$ cat config.mk
export PLATFORM = sky130hd
export DESIGN_NAME = load_store_unit
export DESIGN_NICKNAME = d
export VERILOG_FILES = /design/src/rtl/load_store_unit.sv
export SDC_FILE = /design/constraint.sdc
export NUM_CORES = 1
export LEC_CHECK = 0
export BUFFER_PORTS_ARGS = -buffer_cell sky130_fd_sc_hd__buf_2
export CAP_MARGIN = 30
export CORE_MARGIN = 3
export CORE_UTILIZATION = 34
export DETAILED_ROUTE_END_ITERATION = 7
export GPL_TIMING_DRIVEN = 1
export HOLD_SLACK_MARGIN = 0.12
export PLACE_DENSITY = 0.63
export SLEW_MARGIN = 15
export SYNTH_ARGS = -nofsm -noshare
export SYNTH_HDL_FRONTEND = slang
export SYNTH_SLANG_ARGS = --single-unit
$ cat constraint.sdc
create_clock -name clk -period 4.9 [get_ports clk]
set_input_delay 1.47 -clock clk [delete_from_list [all_inputs] [get_ports clk]]
set_output_delay 1.47 -clock clk [all_outputs]
set_load 0.1 [all_outputs]
$ cat src/rtl/load_store_unit.sv
// rtl/load_store_unit.sv - data-memory initiator: byte loads/stores to word accesses, split on word crossing
module load_store_unit #(
    parameter int ADDR_W = 17
) (
    input  logic              clk,
    input  logic              rst_n,
    input  logic              req_valid,
    output logic              req_ready,
    input  logic              req_store,
    input  logic [2:0]        req_type,
    input  logic [31:0]       req_addr,
    input  logic [31:0]       req_wdata,
    output logic              resp_valid,
    output logic [31:0]       resp_rdata,
    output logic              resp_fault,
    output logic              mem_en,
    output logic              mem_we,
    output logic [ADDR_W-1:0] mem_addr,
    output logic [3:0]        mem_be,
    output logic [31:0]       mem_wdata,
    input  logic [31:0]       mem_rdata
);

    typedef enum logic [2:0] {
        S_IDLE,
        S_ACC1,
        S_ACC2,
        S_FIN,
        S_RESP
    } state_t;

    state_t state, next_state;

    logic [1:0]        req_off;
    logic [3:0]        size_mask;
    logic [7:0]        req_mask;
    logic [63:0]       req_data64;
    logic              req_split;
    logic              range_bad;
    logic              type_bad;
    logic              req_fault;
    logic              accept;
    logic [ADDR_W-1:0] req_w0;

    logic              store_q;
    logic [2:0]        type_q;
    logic [1:0]        off_q;
    logic              split_q;
    logic [ADDR_W-1:0] w1_q;
    logic [3:0]        mask_hi_q;
    logic [31:0]       wdata_hi_q;
    logic [31:0]       word0_q;

    logic [63:0]       load_pair;
    logic [31:0]       load_shifted;
    logic [31:0]       load_result;

    assign req_ready = (state == S_IDLE);
    assign accept    = req_valid && req_ready;
    assign req_off   = req_addr[1:0];
    assign req_w0    = req_addr[ADDR_W+1:2];

    always_comb begin
        size_mask = 4'b1111;
        case (req_type[1:0])
            2'b00:   size_mask = 4'b0001;
            2'b01:   size_mask = 4'b0011;
            default: size_mask = 4'b1111;
        endcase
    end

    // Byte lanes above bit 3 of the mask belong to the following word.
    assign req_mask   = {4'b0000, size_mask} << req_off;
    assign req_data64 = {32'd0, req_wdata} << {req_off, 3'b000};
    assign req_split  = |req_mask[7:4];

    assign range_bad = (req_addr >> (ADDR_W + 2)) != 32'd0;
    assign type_bad  = (req_type == 3'b011) || (req_type[2:1] == 2'b11) ||
                       (req_store && req_type[2]);
    assign req_fault = range_bad || type_bad;

    always_ff @(posedge clk or negedge rst_n) begin
        if (!rst_n) begin
            state <= S_IDLE;
        end else begin
            state <= next_state;
        end
    end

    always_comb begin
        next_state = state;
        case (state)
            S_IDLE: begin
                if (accept) begin
                    next_state = req_fault ? S_RESP : S_ACC1;
                end
            end
            S_ACC1: begin
                if (split_q) begin
                    next_state = S_ACC2;
                end else begin
                    next_state = store_q ? S_RESP : S_FIN;
                end
            end
            S_ACC2:  next_state = store_q ? S_RESP : S_FIN;
            S_FIN:   next_state = S_RESP;
            S_RESP:  next_state = S_IDLE;
            default: next_state = S_IDLE;
        endcase
    end

    // The last word read arrives during FIN; word0 was captured during ACC2 for splits.
    assign load_pair    = split_q ? {mem_rdata, word0_q} : {32'd0, mem_rdata};
    assign load_shifted = 32'(load_pair >> {off_q, 3'b000});

    always_comb begin
        load_result = load_shifted;
        case (type_q)
            3'b000:  load_result = {{24{load_shifted[7]}}, load_shifted[7:0]};
            3'b001:  load_result = {{16{load_shifted[15]}}, load_shifted[15:0]};
            3'b100:  load_result = {24'd0, load_shifted[7:0]};
            3'b101:  load_result = {16'd0, load_shifted[15:0]};
            default: load_result = load_shifted;
        endcase
    end

    always_ff @(posedge clk or negedge rst_n) begin
        if (!rst_n) begin
            store_q    <= 1'b0;
            type_q     <= 3'd0;
            off_q      <= 2'd0;
            split_q    <= 1'b0;
            w1_q       <= '0;
            mask_hi_q  <= 4'd0;
            wdata_hi_q <= 32'd0;
            word0_q    <= 32'd0;
        end else begin
            if (accept) begin
                store_q    <= req_store;
                type_q     <= req_type;
                off_q      <= req_off;
                split_q    <= req_split;
                w1_q       <= req_w0 + ADDR_W'(1);
                mask_hi_q  <= req_mask[7:4];
                wdata_hi_q <= req_data64[63:32];
            end
            if (state == S_ACC2 && !store_q) begin
                word0_q <= mem_rdata;
            end
        end
    end

    // Memory port is registered: values are loaded on the edge entering ACC1/ACC2.
    always_ff @(posedge clk or negedge rst_n) begin
        if (!rst_n) begin
            mem_en    <= 1'b0;
            mem_we    <= 1'b0;
            mem_addr  <= '0;
            mem_be    <= 4'd0;
            mem_wdata <= 32'd0;
        end else begin
            mem_en    <= 1'b0;
            mem_we    <= 1'b0;
            mem_addr  <= '0;
            mem_be    <= 4'd0;
            mem_wdata <= 32'd0;
            if (state == S_IDLE && next_state == S_ACC1) begin
                mem_en    <= 1'b1;
                mem_we    <= req_store;
                mem_addr  <= req_w0;
                mem_be    <= req_mask[3:0];
                mem_wdata <= req_data64[31:0];
            end else if (next_state == S_ACC2) begin
                mem_en    <= 1'b1;
                mem_we    <= store_q;
                mem_addr  <= w1_q;
                mem_be    <= mask_hi_q;
                mem_wdata <= wdata_hi_q;
            end
        end
    end

    always_ff @(posedge clk or negedge rst_n) begin
        if (!rst_n) begin
            resp_valid <= 1'b0;
            resp_fault <= 1'b0;
            resp_rdata <= 32'd0;
        end else begin
            resp_valid <= (next_state == S_RESP);
            resp_fault <= (state == S_IDLE) && (next_state == S_RESP);
            if (state == S_FIN) begin
                resp_rdata <= load_result;
            end else if (state != S_RESP && next_state == S_RESP) begin
                resp_rdata <= 32'd0;
            end
        end
    end

endmodule

==> flow_metrics.tcl <==
set metrics [dict create \
    total_power_mw 3.42 \
    place.gp.congestion 0.872 \
    drt_wl_total_mm 25.4 \
    start_util 0.350 \
    status "completed" \
    final_hold_viol_count 0 \
    cts_resized 0 \
    synth_cells 846 \
    fin_crit_ns 3.26 \
    synthFlopType "dfrtp_1" \
    arrival_ns 1.79 \
    intPower_mw 2.42 \
    cts.sinks 175 \
    cts_buffers 17 \
    max_stage_delay_ns 0.54 \
    dieWidth_um 168 \
    clock_skew_ns 0.0112 \
    drtPass1Iterations 5 \
    r2r_cells 6 \
    post_drt_wl_per_cell_um 18.9 \
    stdcell_count 1345 \
    drc_errors 0 \
    syn_to_final_growth_pct 20.2 \
    cts_root_buf "clkbuf_16" \
    synth_cell_types 50 \
    worst-slew-pin-transition_ns 0.961 \
    powerDensity_mw_per_mm2 320 \
    crit_path_end_kind "output port" \
    period_share 0.666 \
    maxCapViolations 0 \
    crit_path_start_kind "register" \
    pin_count 193 \
    chipHeight_um 168 \
    pwr-share-seq 0.451 \
    viasPerCell 5.35 \
    fin_util 0.421 \
    cp_slowest_cell "dfrtp_1" \
    async_flop_share 1.00 \
    power_frac_comb 0.147 \
    num-nets-final 1106 \
    critPathBufInv 1 \
    hold_path_class "register to register" \
    postCtsHoldBufs 0 \
    worstSetupPathType "register to output port" \
    regArea_sq_mm 0.00438 \
    grt_overflow_total 0 \
    ys_ff_latch 175 \
    cts-htree-levels 4 \
    grt_util_met3 0.0619 \
    use_met2 0.279 \
    fillers 2482 \
    worstPathRequired_ns 3.43 \
    drt_iter0_drc 657 \
    num_rows 58 \
    cts_setup_buffers 0 \
    relSlewSlack 0.359 \
    ir_worst_vdd_mv 0.220 \
    grt_first_pass_wirelength_mm 40.6 \
    finalSetupTns_ns 0 \
    n_antenna_cell 0 \
    core_area_sq_mm 0.0254 \
    dieArea_sq_mm 0.0281 \
    fmax_mhz 306 \
    num_vias 7195 \
    synth_area_sq_mm 0.00889 \
    sw_frac_of_total 0.292 \
    clockPowerShare 0.402 \
    drive_gt1_frac 0.319 \
    grt_pass1_vias 7153 \
    met1_usage 0.242 \
    syn_avg_cell_area_sq_um 10.5 \
    multi_input_area_sq_mm 0.00419 \
    grtUsageTotal 0.180 \
    clock_latency_ns 0.43 \
    cp_top_family "flip-flops" \
    port_buffers 192 \
    grt_max_degree 95 \
    dp_hpwl_mm 17.7 \
    path_cells "nor3_1, buf_2" \
    slew_viol_final 0 \
    cts_tree "yes" \
    synthesis.nets 950 \
    synth-edff-count 0 \
    switching_power_mw 1.00 \
    cp.depth 2 \
    path_max_fanout 8 \
    holdPathStages 2 \
    rsz0062_at_grt "no" \
    setup-violations-final 0 \
    p_leak_nw 5.21 \
    holdWs_ns 0.478 \
    ys_warn_count 0 \
    placed_cells 1313 \
    synth-seq-area-share 0.493 \
    grt-busiest-layer "met2" \
    antenna_found_initial 2 \
    clockBufferDepth 2 \
    clk_pin_slew_ns 0.07 \
    antenna_left 0 \
]
-- worst reg2reg max path, cell delays in order (launching register included) --
cell     delay [ns]
dfrtp_2        0.78
buf_4          0.58
mux2i_1        0.21
mux2_2         0.30
mux2_2         0.27
o21ai_1        0.54
a221o_1        0.21
-- power by group through the flow --
stage | Clock (mW) | Sequential (mW) | Combinational (mW)
floorplan | 0 | 1.56 | 0.336
global placement | 0 | 1.57 | 0.491
detailed placement | 0 | 1.57 | 0.500
CTS | 1.42 | 1.54 | 0.500
global route | 1.47 | 1.55 | 0.553
finish | 1.38 | 1.54 | 0.502
-- final timing paths --
| kind | start | to | slack [ns] |
|---|---|---|---|
| setup / recovery | state[2]$_DFF_PN0_ | req_ready | 1.64 |
| hold / removal | w1_q[1]$_DFFE_PN0P_ | w1_q[1]$_DFFE_PN0P_ | 0.48 |
| setup reg to reg | off_q[0]$_DFFE_PN0P_ | resp_rdata[29]$_DFFE_PN0P_ | 1.95 |
| hold reg to reg | w1_q[1]$_DFFE_PN0P_ | w1_q[1]$_DFFE_PN0P_ | 0.48 |
| max in group asynchronous | rst_n | wdata_hi_q[9]$_DFFE_PN0P_ | 2.99 |
| min in group asynchronous | rst_n | word0_q[2]$_DFFE_PN0P_ | 1.09 |
-- final cells by class --
class,instances,area share
Tap cell,330,0.0387
Multi-Input combinational cell,596,0.392
Sequential cell,175,0.410
Inverter,8,0.00281
Clock inverter,15,0.0162
Timing Repair Buffer,204,0.100
Clock buffer,17,0.0398
-- cell families after synthesis --
| group | share of synthesized area |
|---|---|
| and+or+nand+nor | 0.109 |
| AOI/OAI and AO/OA | 0.155 |
| DFF | 0.493 |
| muxes | 0.190 |
| buffers and inverters | 0.0368 |
| xor gates and xnor gates | 0.0148 |
| adders and majority gates | 0.00141 |
-- metrics by stage --
step                      setup WS, ns  area, sq um
after floorplan                  0.825         8890
after detailed placement          1.43        10100
final                             1.64        10700
after global placement            1.46        10100
after CTS                         1.61        10700
after global routing              1.54        10700
-- cell usage in the layout (no fill, tap or decap), types with 3 or more instances in the layout --
cell | Yosys | layout
a211oi_1 | 10 | 10
a21oi_1 | 19 | 19
a221o_1 | 7 | 7
a221oi_1 | 13 | 13
a22o_1 | 25 | 25
a22oi_1 | 9 | 9
and2_1 | 3 | 3
buf_2 | 18 | 191
buf_4 | 0 | 11
clkbuf_16 | 0 | 17
clkinv_8 | 0 | 3
dfrtp_1 | 175 | 174
inv_1 | 8 | 8
inv_6 | 0 | 6
mux2_1 | 6 | 6
mux2_2 | 70 | 70
mux2i_1 | 65 | 65
mux4_2 | 8 | 8
nand2_1 | 129 | 129
nand3_1 | 20 | 20
nand4_1 | 5 | 5
nor2_1 | 40 | 40
nor3_1 | 8 | 7
o21a_1 | 3 | 3
o21ai_0 | 69 | 69
o21ai_1 | 17 | 17
o22ai_1 | 16 | 16
o311ai_1 | 8 | 8
xnor2_1 | 6 | 6
xor2_1 | 9 | 9
-- state kept, by name (all words and copies together) (netlist names), 2 cells and up --
signal and cells:
mem_addr 17, mask_hi_q 3, type_q 3, word0_q 32
w1_q 17, resp_rdata 32, off_q 2, state 3
mem_wdata 32, wdata_hi_q 24, mem_be 4
-- Yosys cell counts, types with 2 or more instances --
master / number / area share
nor2_1: 40 / 0.017
nand4_1: 5 / 0.0035
nand2b_1: 2 / 0.0014
o311ai_1: 8 / 0.0079
or2_2: 2 / 0.0014
mux4_2: 8 / 0.020
nor4_1: 2 / 0.0014
mux2i_1: 65 / 0.073
clkbuf_1: 38 / 0.016
nor3_2: 2 / 0.0023
mux2_1: 6 / 0.0076
buf_6: 3 / 0.0038
a22o_1: 25 / 0.025
nand2_1: 129 / 0.054
dfrtp_1: 175 / 0.49
nand3b_1: 2 / 0.0017
buf_2: 18 / 0.010
a21o_1: 2 / 0.0017
a221o_1: 7 / 0.0079
xor2_1: 9 / 0.0089
nor3_1: 8 / 0.0045
o22ai_1: 16 / 0.011
xnor2_1: 6 / 0.0059
o21a_1: 3 / 0.0025
a211oi_1: 10 / 0.0084
inv_1: 8 / 0.0034
a221oi_1: 13 / 0.013
o31ai_1: 2 / 0.0017
o21ai_0: 69 / 0.039
buf_1: 8 / 0.0034
nor2b_1: 2 / 0.0014
a22oi_1: 9 / 0.0076
and3_1: 2 / 0.0014
a21oi_1: 19 / 0.011
or3b_1: 2 / 0.0020
nand3_1: 20 / 0.011
mux2_2: 70 / 0.089
and2_1: 3 / 0.0021
o21ai_1: 17 / 0.0096
-- routing by layer --
layer | wire (um) | part of all wire | vias up
met3 | 2160 | 0.085 | 26
li1 | - | - | 3385
met5 | 21 | 0.00083 | -
met2 | 11600 | 0.46 | 271
met4 | 447 | 0.018 | 4
met1 | 11100 | 0.44 | 3509
Power figures use the tool's default switching activity.
